### config.mk
export PLATFORM = sky130hd
export DESIGN_NAME = crc16_tx_append
export DESIGN_NICKNAME = d
export VERILOG_FILES = /design/src/rtl/crc16_tx_append.sv
export SDC_FILE = /design/constraint.sdc
export NUM_CORES = 1
export LEC_CHECK = 0
export ABC_AREA = 1
export CORE_MARGIN = 2
export CORE_UTILIZATION = 32
export DETAILED_ROUTE_END_ITERATION = 12
export PLACE_DENSITY = 0.54
export SYNTH_ARGS = -nofsm -noshare
export SYNTH_HDL_FRONTEND = slang
export SYNTH_SLANG_ARGS = --single-unit
### constraint.sdc
create_clock -name clk -period 1.8 [get_ports clk]
set_input_delay 0.36 -clock clk [delete_from_list [all_inputs] [get_ports clk]]
set_output_delay 0.36 -clock clk [all_outputs]
set_load 0.02 [all_outputs]
### src/rtl/crc16_tx_append.sv
// crc16_tx_append
// Bit-serial CRC-16 (x^16 + x^12 + x^5 + 1) generator/appender for the reader
// transmit path, placed between the command framer and the line encoder.
// Payload bits pass through one registered output stage while the CRC is
// accumulated.  After the bit flagged in_last, the 16-bit CRC (complemented
// when INVERT = 1) is shifted out MSB first, and out_last marks its final bit.
//
// Ports:
//   clk      - system clock, rising edge
//   rst_n    - asynchronous active-low reset
//   clr      - synchronous frame abort, back to PASS with CRC = PRESET
//   in_dat   - payload bit          in_vld  - payload bit valid
//   in_last  - final payload bit    in_rdy  - payload bit accepted this cycle
//   out_dat  - output bit           out_vld - output bit valid
//   out_last - final appended CRC bit
//   out_rdy  - downstream takes out_dat this cycle
//   crc      - current CRC register (visibility only)
//   busy     - high while the CRC is being appended
module crc16_tx_append #(
  parameter logic [15:0] PRESET = 16'hFFFF,
  parameter bit          INVERT = 1'b1
) (
  input  logic        clk,
  input  logic        rst_n,
  input  logic        clr,
  input  logic        in_dat,
  input  logic        in_vld,
  input  logic        in_last,
  output logic        in_rdy,
  output logic        out_dat,
  output logic        out_vld,
  output logic        out_last,
  input  logic        out_rdy,
  output logic [15:0] crc,
  output logic        busy
);

  typedef enum logic {
    PASS   = 1'b0,
    APPEND = 1'b1
  } state_e;

  state_e      state_q, state_d;
  logic [15:0] crc_q, crc_d;
  logic [3:0]  cnt_q, cnt_d;
  logic        out_dat_q, out_dat_d;
  logic        out_vld_q, out_vld_d;
  logic        out_last_q, out_last_d;
  logic        free_s;

  // One serial CRC step: feedback only when the incoming bit differs from the MSB.
  function automatic logic [15:0] crc_step(input logic [15:0] c, input logic b);
    logic fb;
    fb = b ^ c[15];
    crc_step = {c[14:0], 1'b0} ^ (fb ? 16'h1021 : 16'h0000);
  endfunction

  // The output register can take a new bit when empty or being drained now.
  assign free_s   = ~out_vld_q | out_rdy;
  assign in_rdy   = (state_q == PASS) & free_s & ~clr;
  assign out_dat  = out_dat_q;
  assign out_vld  = out_vld_q;
  assign out_last = out_last_q;
  assign crc      = crc_q;
  assign busy     = (state_q == APPEND);

  // Next-state logic: clr overrides everything, otherwise pass or append.
  always_comb begin
    state_d    = state_q;
    crc_d      = crc_q;
    cnt_d      = cnt_q;
    out_dat_d  = out_dat_q;
    out_vld_d  = out_vld_q;
    out_last_d = out_last_q;
    if (clr) begin
      state_d    = PASS;
      crc_d      = PRESET;
      cnt_d      = 4'd0;
      out_vld_d  = 1'b0;
      out_last_d = 1'b0;
    end else begin
      case (state_q)
        PASS: begin
          if (in_vld && in_rdy) begin
            out_dat_d  = in_dat;
            out_vld_d  = 1'b1;
            out_last_d = 1'b0;
            crc_d      = crc_step(crc_q, in_dat);
            if (in_last) begin
              state_d = APPEND;
              cnt_d   = 4'd0;
            end else begin
              state_d = PASS;
            end
          end else if (out_vld_q && out_rdy) begin
            out_vld_d  = 1'b0;
            out_last_d = 1'b0;
          end else begin
            out_vld_d = out_vld_q;
          end
        end
        APPEND: begin
          if (free_s) begin
            // Plain shift: the CRC is emitted, not folded back in.
            out_dat_d  = crc_q[15] ^ INVERT;
            out_vld_d  = 1'b1;
            out_last_d = 1'b0;
            crc_d      = {crc_q[14:0], 1'b0};
            cnt_d      = cnt_q + 4'd1;
            if (cnt_q == 4'd15) begin
              out_last_d = 1'b1;
              crc_d      = PRESET;
              state_d    = PASS;
            end else begin
              state_d = APPEND;
            end
          end else begin
            state_d = APPEND;
          end
        end
        default: begin
          state_d    = PASS;
          crc_d      = PRESET;
          cnt_d      = 4'd0;
          out_vld_d  = 1'b0;
          out_last_d = 1'b0;
        end
      endcase
    end
  end

  // State and output registers.
  always_ff @(posedge clk or negedge rst_n) begin
    if (!rst_n) begin
      state_q    <= PASS;
      crc_q      <= PRESET;
      cnt_q      <= 4'd0;
      out_dat_q  <= 1'b0;
      out_vld_q  <= 1'b0;
      out_last_q <= 1'b0;
    end else begin
      state_q    <= state_d;
      crc_q      <= crc_d;
      cnt_q      <= cnt_d;
      out_dat_q  <= out_dat_d;
      out_vld_q  <= out_vld_d;
      out_last_q <= out_last_d;
    end
  end

endmodule

# Yosys cells after proc, flatten, opt, wreduce, memory -nomap -nowiden
# Cells that the tools add are included.
# totals
register_bits,24
input_bits,7
out_inout_bits,21
elab_cells,59
# classes
n_addsub,1
eq_ne,7
muxes,30
n_bitwise,9
n_reduce_logical,6
# ops
op,count
$mux 16,4
$pmux 16 s2,1
$mux 4,4
$xor 16x13->16,1
$mux 1,15
$mux 13,1
$pmux 1 s2,4
$pmux 4 s2,1
$ne 3x2->1 const B,2
$reduce_and 3->1,2
$add 4x1->4 const B,1
$eq 4x4->1 const B,1
$ne 2x1->1 const B,2
$ne 4x2->1 const B,1
$not 1->1,4
$reduce_and 2->1,2
$ne 3x3->1 const B,1
$and 1x1->1,2
$logic_and 1x1->1,2
$or 1x1->1,1
$xor 1x1->1,1

# Depth between registers and ports, before layout
# logic_depth
depth_word,8
mapped_depth,8
mapped_depth_nobuf,7

# Worst setup path before layout
# No wires, ideal clock.
# synth_timing
path_kind,register to output
startpoint,reg state_q (netlist: busy)
endpoint,out in_rdy
arrival_ns,1.124
required_time_ns,1.440
path_slack_ns,0.316
path_stages_with_launch,2
n_path_buf,0
path_cell_list,dfrtp_1 > nor3_1
# synth_via
elab_chain_cells,3
# synth_lines
item,line_no,source
start: declaration,43,"state_e state_q, state_d;"
start signal: assignment,142,state_q <= state_d;
$not 1->1,n/a,
$and 1x1->1 (2 in series),60,assign in_rdy = (state_q == PASS) & free_s & ~clr;
end: declaration,29,"output logic in_rdy,"
# No other way between the ends.

# Worst setup path in the final report
# layout_timing
startpoint,reg crc_q[1] (netlist: crc[1])
endpoint,out crc[1]
# layout_rtl
item,line_no,source
start: declaration,44,"logic [15:0] crc_q, crc_d;"
start signal: assignment,143,crc_q <= crc_d;
end: declaration,34,"output logic [15:0] crc,"
# No word-level cell between the ends.

==> metrics.md <==
| Metric | Value |
|---|---|
| Fin cells | `238` |
| Most frequent cells in the layout | `nand2_1, inv_1, dfstp_2` |
| Post-Layout Inst Area | `1740 sq um` |
| Synth Area in Compound Gates | `0.115` |
| Final Cycle Share | `0.984` |
| Max stage delay cell, worst path | `clkdlybuf4s50_1` |
| First-pass GRT wire length | `4.60 mm` |
| Largest family of logic cells by synthesized area | `simple AND/OR/NAND/NOR gates` |
| Power Density | `926 nW/um^2` |
| Setup violations, final | `0` |
| Post-Synth Simple-Gate Area | `0.300` |
| Routed WL per cell | `11.5 um` |
| WP data required | `1.44 ns` |
| Pre-CTS setup slack | `-0.357 ns` |
| TritonCTS Buffers | `3` |
| Xor and xnor area share after synthesis | `0` |
| Reg clk slew, reported paths | `0.09 ns` |
| Critical path capture point type | `output port` |
| TritonCTS clock tree | `built` |
| Fraction of the mapped netlist area in adder cells | `0.00990` |
| Htree depth | `1` |
| Mux share of post-synthesis cell area | `0` |
| Sequential element share of the synthesized area | `0.491` |
| DR pass1 iterations | `4` |
| Cell Area, Placed | `1650 sq um` |
| Iteration-0 DRC Markers | `31` |
| Final hold vios | `0` |
| Part of the power in combinational logic | `0.295` |
| Placer Congestion | `0.798` |
| Post-route DRC | `0` |
| Worst Tran Pin Value | `0.305 ns` |
| Sequential Power Share | `0.439` |
| Final net count | `199` |
| Crit path kind | `flop to output port` |
| P_int | `0.00110 W` |
| Pleak | `0.902 nW` |
| Chip height | `66.8 um` |
| Clk Latency, worst-skew pair | `0.28 ns` |
| Total power | `0.00161 W` |
| Hpwl dp | `2.05 mm` |
| CP peak stage delay | `0.59 ns` |
| Tot GR Track Use | `0.138` |
| Final min period | `1.77 ns` |
| Synth Area per Inst | `8.31 sq um` |
| CP cell instances | `clkdlybuf4s50_1` |
| Routed WL | `2.74 mm` |
| Synthesis-stage register bit count | `24` |
| Max-Cap Viols | `0` |
| Most common cell after layout, fill and taps aside | `nand2_1` |
| Fmax | `0.565 GHz` |
| Switching pwr | `0.000504 W` |
| CTS max path bufs | `2` |
| CP delay by family, top | `buffers and inverters` |
| Share of layout cells above drive strength 1 | `0.237` |
| Layout area overhead | `37.5%` |
| CTS root buffer | `clkbuf_8` |
| Syn Inst Count | `152` |
| DIE AREA | `4470 sq um` |
| Vias in the first global route | `1080` |
| Worst path bufs/invs | `1` |
| Gr ovfl total | `0` |
| Placed cell count | `234` |
| Std-Cell Rows | `22` |
| # IOs | `28` |
| RSZ-0062 raised after global routing | `false` |
| Clock power share | `0.266` |
| Post-Route Utilization | `0.468` |
| PortBufs | `27` |
| Clk_skew | `0.00499 ns` |
| Switch share | `0.313` |
| Worst Path Max Fanout | `2` |
| Synthesized Nets | `160` |
| Chip width | `66.8 um` |
| CTS Sinks | `24` |
| Slew Viols, Final | `0` |
| Worst Setup Start Kind | `flop` |
| Total core area | `3720 sq um` |
| Max VDD drop | `0.362 mV` |
| DR vias | `1077` |
| Via-per-instance ratio | `4.53` |
| Status | `finished, final reports clean` |
| Max-slew headroom | `0.796` |
| Synthesized area | `1260 sq um` |
| Critical Path AT | `1.41 ns` |
| Largest net degree at the start of global routing | `25` |
| Min-delay worst type | `primary input to asynchronous set/reset pin` |
| Routed Antenna Nets | `0` |
| Yosys warns | `0` |
| Ant diodes | `0` |
| Starting Density | `0.340` |
| Worst Slack Setup Final | `0.0289 ns` |
| Initial antenna violation count | `0` |
| Count of unique library cells instantiated by Yosys | `25` |
-- what timing repair did --
action                     CTS  global route
hold buffers                 0             0
cloned                       0             0
setup endpoints to repair    8             8
buffers inserted             0             0
resized for setup           12             8
-- flip-flops by register name, summed over array words and instances, names as in the netlist --
name      count
out_dat       1
out_vld       1
cnt_q         4
crc          16
busy          1
out_last      1
-- cells by family after synthesis --
logic type               Yosys count
AND/OR/NAND/NOR                   78
flip-flops                        24
buffers and inverters             23
AO/OA/AOI/OAI                     26
adder cells (fa/ha/maj)            1
-- worst reg2reg max path, delay by kind of cell (launching register included) --
kind            cells  cell delay [ns]
simple gates        3             0.51
flops               1             0.41
compound gates      2             0.22
fa+ha+maj           1             0.21
-- through the flow --
stage | hold slack (ns) | setup TNS (ns)
6_report | 0.428 | 0
5_1_grt | 0.472 | 0
4_1_cts | 0.443 | 0
3_5_place_dp | 0.476 | -0.691
3_3_place_gp | 0.470 | -0.423
2_1_floorplan | 0.0644 | 0
-- worst paths after layout --
path	start	end	slack, ns	cells after the start
max	crc[1]$_DFFE_PN1P_	crc[1]	0.03	1
min	rst_n	out_last$_DFFE_PN0P_	0.43	2
max reg2reg	cnt_q[0]$_DFFE_PN0P_	busy$_DFF_PN0_	0.37	6
min reg2reg	crc[6]$_DFFE_PN1P_	crc[6]$_DFFE_PN1P_	0.49	2
max in group asynchronous	rst_n	crc[14]$_DFFE_PN1P_	1.08	2
min in group clk	crc[6]$_DFFE_PN1P_	crc[6]$_DFFE_PN1P_	0.49	2
-- cell usage after synthesis --
library cell  number  area (sq um)
inv_2              2          7.51
buf_6              2          22.5
ha_1               1          12.5
o211ai_1           1          7.51
nand3_2            1          10.0
nor2_1             7          26.3
buf_4              1          7.51
nand3b_1           1          7.51
nand3_1           12          60.1
o21ai_0            1          5.00
or2_0              1          6.26
nor2_4             3          33.8
dfrtp_1            8           200
nor2_8             1          20.0
a21oi_1            5          25.0
nand2_2            2          12.5
inv_1             17          63.8
a21oi_2            2          17.5
nand2_4            1          11.3
dfstp_2           16           420
o21a_1             2          15.0
buf_2              1          5.00
o21ai_1           15          75.1
nor3_1             6          30.0
nand2_1           43           161
-- area by class of cell --
| cell class | count | area (sq um) |
|---|---|---|
| fillers | 367 | 1980 |
| flip-flops and latches | 24 | 621 |
| multi-input cells | 105 | 542 |
| repair buffers | 38 | 378 |
| inverters | 19 | 71.3 |
| clock buffers | 4 | 66.3 |
| well taps | 48 | 60.1 |
-- power by group through the flow --
| stage | registers (W) | clock network [W] | logic [W] |
|---|---|---|---|
| 2_1_floorplan | 0.000809 | 0 | 0.000180 |
| 3_3_place_gp | 0.000716 | 0 | 0.000499 |
| 3_5_place_dp | 0.000721 | 0 | 0.000503 |
| 4_1_cts | 0.000711 | 0.000443 | 0.000486 |
| 5_1_grt | 0.000720 | 0.000455 | 0.000524 |
| 6_report | 0.000707 | 0.000428 | 0.000474 |
-- layer usage --
layer,vias to the layer above,GRT usage,part of all wire
li1,565,-,-
met1,485,0.176,0.49
met2,24,0.230,0.46
met3,3,0.0203,0.037
met4,0,0.0612,0.015
met5,-,0,0
(Power assumes the default switching activity.)
